### src/rtl/sram_arbiter.sv
// Two-requester arbiter and strobe sequencer for a shared asynchronous SRAM.
// Each access takes four cycles (IDLE, SETUP, STROBE, FINISH) and every output is registered.
module sram_arbiter #(
    parameter int AW      = 8,
    parameter int DW      = 8,
    parameter int PRIO_RR = 1
) (
    input  logic          clk,
    input  logic          rst_n,
    input  logic          a_req,
    input  logic          a_we,
    input  logic [AW-1:0] a_addr,
    input  logic [DW-1:0] a_wdata,
    output logic          a_ack,
    output logic [DW-1:0] a_rdata,
    input  logic          b_req,
    input  logic          b_we,
    input  logic [AW-1:0] b_addr,
    input  logic [DW-1:0] b_wdata,
    output logic          b_ack,
    output logic [DW-1:0] b_rdata,
    output logic          busy,
    output logic          sram_cs,
    output logic          sram_wr,
    output logic          sram_rd,
    output logic [AW-1:0] sram_addr,
    output logic [DW-1:0] sram_din,
    input  logic [DW-1:0] sram_dout
);

    typedef enum logic [1:0] {IDLE, SETUP, STROBE, FINISH} state_t;

    state_t        state, state_nxt;
    logic          sel, sel_nxt;       // granted requester: 0 = A, 1 = B
    logic          we_l, we_nxt;
    logic          rr_ptr, rr_nxt;     // requester favoured on the next conflict
    logic          grant_b;
    logic          busy_nxt;
    logic          cs_nxt, wr_nxt, rd_nxt;
    logic          a_ack_nxt, b_ack_nxt;
    logic [AW-1:0] addr_nxt;
    logic [DW-1:0] din_nxt;
    logic [DW-1:0] a_rdata_nxt, b_rdata_nxt;

    always_comb begin
        grant_b = b_req && (!a_req || ((PRIO_RR != 0) && rr_ptr));
    end

    always_comb begin
        state_nxt   = state;
        sel_nxt     = sel;
        we_nxt      = we_l;
        rr_nxt      = rr_ptr;
        cs_nxt      = 1'b0;
        wr_nxt      = 1'b0;
        rd_nxt      = 1'b1;
        addr_nxt    = sram_addr;
        din_nxt     = sram_din;
        a_ack_nxt   = 1'b0;
        b_ack_nxt   = 1'b0;
        a_rdata_nxt = a_rdata;
        b_rdata_nxt = b_rdata;

        case (state)
            IDLE: begin
                if (a_req || b_req) begin
                    // The SRAM address/data registers double as the request latch.
                    sel_nxt   = grant_b;
                    we_nxt    = grant_b ? b_we    : a_we;
                    addr_nxt  = grant_b ? b_addr  : a_addr;
                    din_nxt   = grant_b ? b_wdata : a_wdata;
                    rr_nxt    = ~rr_ptr;
                    cs_nxt    = 1'b1;
                    state_nxt = SETUP;
                end
            end
            SETUP: begin
                cs_nxt    = 1'b1;
                wr_nxt    = we_l;
                rd_nxt    = we_l;
                state_nxt = STROBE;
            end
            STROBE: begin
                // Leaving STROBE: read data is valid on sram_dout right now.
                a_ack_nxt = ~sel;
                b_ack_nxt = sel;
                if (!we_l) begin
                    if (sel) begin
                        b_rdata_nxt = sram_dout;
                    end else begin
                        a_rdata_nxt = sram_dout;
                    end
                end
                state_nxt = FINISH;
            end
            FINISH: begin
                state_nxt = IDLE;
            end
            default: begin
                state_nxt = IDLE;
            end
        endcase

        busy_nxt = (state_nxt != IDLE);
    end

    always_ff @(posedge clk or negedge rst_n) begin
        if (!rst_n) begin
            state     <= IDLE;
            sel       <= 1'b0;
            we_l      <= 1'b0;
            rr_ptr    <= 1'b0;
            busy      <= 1'b0;
            sram_cs   <= 1'b0;
            sram_wr   <= 1'b0;
            sram_rd   <= 1'b1;
            sram_addr <= '0;
            sram_din  <= '0;
            a_ack     <= 1'b0;
            b_ack     <= 1'b0;
            a_rdata   <= '0;
            b_rdata   <= '0;
        end else begin
            state     <= state_nxt;
            sel       <= sel_nxt;
            we_l      <= we_nxt;
            rr_ptr    <= rr_nxt;
            busy      <= busy_nxt;
            sram_cs   <= cs_nxt;
            sram_wr   <= wr_nxt;
            sram_rd   <= rd_nxt;
            sram_addr <= addr_nxt;
            sram_din  <= din_nxt;
            a_ack     <= a_ack_nxt;
            b_ack     <= b_ack_nxt;
            a_rdata   <= a_rdata_nxt;
            b_rdata   <= b_rdata_nxt;
        end
    end

endmodule

### config.mk
export PLATFORM = sky130hd
export DESIGN_NAME = sram_arbiter
export DESIGN_NICKNAME = d
export VERILOG_FILES = /design/src/rtl/sram_arbiter.sv
export SDC_FILE = /design/constraint.sdc
export NUM_CORES = 1
export LEC_CHECK = 0
export CAP_MARGIN = 15
export CORE_MARGIN = 5
export CORE_UTILIZATION = 38
export DETAILED_ROUTE_END_ITERATION = 6
export PLACE_DENSITY = 0.87
export RECOVER_POWER = 25
export SYNTH_ARGS = -nofsm -noshare
export SYNTH_HDL_FRONTEND = slang
export SYNTH_SLANG_ARGS = --single-unit
### constraint.sdc
create_clock -name clk -period 1.6 [get_ports clk]
set_clock_uncertainty 0.15 [all_clocks]
set_input_delay 0.32 -clock clk [delete_from_list [all_inputs] [get_ports clk]]
set_output_delay 0.32 -clock clk [all_outputs]
set_load 0.03 [all_outputs]
==> flow_summary.toml <==
[timing]
report.final.slew_viol_count = 0
clock.fmax_mhz = 609
worst_slack_ps = -41.2
slew_headroom_pct = 51.0
max_slew.worst_pin.slew_ps = 735
final_hold_viol_count = 0
grt_setup_unrepaired = "yes"
finalSetupViolations = 8
period_minus_slack_ps = 1640
hold-worst-slack_ps = 346
layout_worst_path_cycle_share_pct = 103

[place]
routability_congestion = 0.773
post_dp_cell_area_sq_mm = 0.00292
place.port_buffers = 83
detailed_place_hpwl_microns = 3810

[cells_and_area]
drive_above_1_share_pct = 22.8
final.fill_count = 425
diodes = 0
multi_input_area_sq_um = 843
finalInstanceArea_sq_mm = 0.00312
area_growth_pct = 61.5
finalNetCount = 312
register_area_sq_mm = 0.00108

[drt]
route.detailed.drc = 0
finalWirelength_microns = 5100
drt_pre_antenna_iters = 5
detail_route.wl_per_cell_microns = 15.3
ant_nets = 0
vias_per_cell = 4.87
drt_iter0_markers = 36
num_vias = 1623

[synthesis]
ys_dominant_reg_cell = "sky130_fd_sc_hd__dfrtp_1"
syn_area_per_cell_sq_um = 11.8
most_frequently_used_cell_type_in_the_post_synthesis_netlist = "sky130_fd_sc_hd__dfrtp_1"
synth.yosys.warnings = 0
syn_inst = 163
synthDominantAreaCellType = "sky130_fd_sc_hd__dfrtp_1"
synth_area_leaders = "sky130_fd_sc_hd__dfrtp_1 (54%), sky130_fd_sc_hd__mux2_4 (12%), sky130_fd_sc_hd__a31oi_1 (5.5%)"
async_reset_ff_share_pct = 100
netlist_area_sq_mm = 0.00193
synth_cell_types = 25
synth_seq_cells = 43
synth_seq_area_share_pct = 55.8
number_of_enable_flip_flop_cells_after_synthesis = 0
synthTopCellsByCount = "sky130_fd_sc_hd__dfrtp_1 (42), sky130_fd_sc_hd__a21oi_1 (18), sky130_fd_sc_hd__nor2_1 (18)"
synthesis.nets = 213
netlist.area_leader.share_pct = 54.4

[global_route]
grt_pass1_wl_microns = 7800
global_route.usage.total_pct = 15.4
grt_start_max_net_pins = 24
antenna_violations_before_repair = 0
number_of_global_route_vias_before_repair = 1679
globalRouteOverflowTotal = 0

[floorplan]
placement_rows = 26
core_sq_mm = 0.00501
floorplan.initialDensity_pct = 38.5
design.die.area_sq_mm = 0.00661
height_of_the_chip_microns = 81.3
die_width_microns = 81.3
design.portCount = 84

[critical_path]
cp_max_fo = 8
worstPathCellList = "inv_2, ha_4, nor2b_4, nor2b_4, buf_12, mux2_4"
worstSetupEndpointType = "register"
worstSetupPathType = "reg -> reg"
critical_path.startpoint_type = "register"
crit_required_ps = 1620
worstPathArrival_ps = 1660
worst_path_most_repeated_cell = "sky130_fd_sc_hd__nor2b_4"
cpPeakStageDelay_ps = 410
cp_slowest_cell = "sky130_fd_sc_hd__dfrtp_1"

[cts]
number_of_buffers_created_by_cts = 5
cts_htree_levels = 2
max-clock-path-buffers = 2
tritoncts_clock_tree = "built"
clock-root-buffer = "sky130_fd_sc_hd__clkbuf_8"
clock_latency_late_sink_ps = 290
clk_pin_slew_worst_paths_ps = 80
clock_sinks = 43

[power]
power_mw = 6.28
leakage_nw = 1.37
peakVddDrop_v = 0.000943
power_density_mw_per_mm2 = 2010

[flow_run]
timing.max_cap.violations = 0

[hold_path]
hold_path_class = "reg -> reg"

[run_status]
failed_checks = "negative setup slack"
status = "complete, but fails checks"
## flip-flops by register name, summed over array words and instances, names as in the netlist
name	cells
a_ack	1
a_rdata	8
b_ack	1
b_rdata	8
busy	1
rr_ptr	1
sel	1
sram_addr	8
sram_cs	1
sram_din	8
sram_rd	1
sram_wr	1
state	2
we_l	1
## final timing paths
path,slack (ps),to,cells after the start,from
max,-40,a_rdata[3]$_DFFE_PN0P_,6,state[0]$_DFF_PN0_
min,350,rr_ptr$_DFFE_PN0P_,1,rr_ptr$_DFFE_PN0P_
max reg2reg,-40,a_rdata[3]$_DFFE_PN0P_,6,state[0]$_DFF_PN0_
min reg2reg,350,rr_ptr$_DFFE_PN0P_,1,rr_ptr$_DFFE_PN0P_
max in group asynchronous,230,sram_addr[5]$_DFFE_PN0P_,3,rst_n
min in group asynchronous,450,state[0]$_DFF_PN0_,2,rst_n
## layer usage
layer	track usage, %	part of all wire, %
met5	0	0
met2	27.4	53
met4	3.21	0.20
met3	4.21	7.3
met1	18.3	39
## area by class of cell
class / count / area share (%)
Multi-Input combinational cell: 105 / 27.0
Sequential cell: 43 / 34.6
Timing Repair Buffer: 104 / 31.5
Tap cell: 70 / 2.81
Clock buffer: 6 / 2.65
Clock inverter: 2 / 1.12
Inverter: 3 / 0.361
## metrics by stage
step	setup WS (ps)	std cells	util, %	TNS [ps]
after floorplan	26.0	163	-	0
after global placement	-111	319	58.3	-1760
after detailed placement	-157	319	58.3	-2740
after CTS	-26.4	330	60.2	-136
after global routing	-79.9	333	62.2	-585
final	-41.2	333	62.2	-272
## report_power, final
part | total (mW) | leakage (nW) | internal, mW | switching, mW
logic | 3.47 | 0.812 | 1.54 | 1.93
clock network | 0.859 | 0.0612 | 0.505 | 0.354
registers | 1.95 | 0.497 | 1.64 | 0.309
total | 6.28 | 1.37 | 3.69 | 2.60
## worst max-delay path: cells and delay by family (launching register included)
family,cells,cell delay (ps)
flip-flops,1,410
AND/OR/NAND/NOR,2,300
multiplexers,1,300
buffers and inverters,2,230
adder cells (fa/ha/maj),1,130
## cell families (layout without fill, tap and decap cells)
family	Yosys count	in the layout	share of synthesized area, %
simple gates	29	29	7.84
xor+xnor	1	1	0.454
buf+inv	15	115	5.12
mux	16	16	12.4
compound gates	55	55	15.7
flops	43	43	55.8
fa+ha+maj	4	4	2.59
## cell usage in the layout (no fill, tap or decap)
master	count
sky130_fd_sc_hd__a21oi_1	18
sky130_fd_sc_hd__a31oi_1	11
sky130_fd_sc_hd__a31oi_2	4
sky130_fd_sc_hd__a31oi_4	2
sky130_fd_sc_hd__a32o_1	1
sky130_fd_sc_hd__and2_1	1
sky130_fd_sc_hd__and2_4	1
sky130_fd_sc_hd__and2b_4	1
sky130_fd_sc_hd__buf_12	3
sky130_fd_sc_hd__buf_4	16
sky130_fd_sc_hd__buf_6	2
sky130_fd_sc_hd__bufinv_16	1
sky130_fd_sc_hd__clkbuf_1	1
sky130_fd_sc_hd__clkbuf_8	6
sky130_fd_sc_hd__clkdlybuf4s50_1	44
sky130_fd_sc_hd__clkinv_2	1
sky130_fd_sc_hd__dfrtp_1	42
sky130_fd_sc_hd__dfstp_2	1
sky130_fd_sc_hd__dlygate4sd2_1	37
sky130_fd_sc_hd__dlygate4sd3_1	1
sky130_fd_sc_hd__ha_1	2
sky130_fd_sc_hd__ha_4	2
sky130_fd_sc_hd__inv_1	2
sky130_fd_sc_hd__inv_2	1
sky130_fd_sc_hd__mux2_4	16
sky130_fd_sc_hd__nand2b_1	4
sky130_fd_sc_hd__nor2_1	18
sky130_fd_sc_hd__nor2b_4	2
sky130_fd_sc_hd__nor3_1	1
sky130_fd_sc_hd__o21a_1	1
sky130_fd_sc_hd__o21ai_0	17
sky130_fd_sc_hd__o21ai_2	1
sky130_fd_sc_hd__or2_1	1
sky130_fd_sc_hd__xnor2_1	1
## repair_timing
action                                 CTS  global route
hold buffers                             1             0
endpoints found under the hold margin    9             0
setup endpoints to repair               45            26
resized for setup                       37            13
pin swaps                                1             0
buffers inserted                         2             2
gates cloned                             0             1
(Power assumes the default switching activity.)
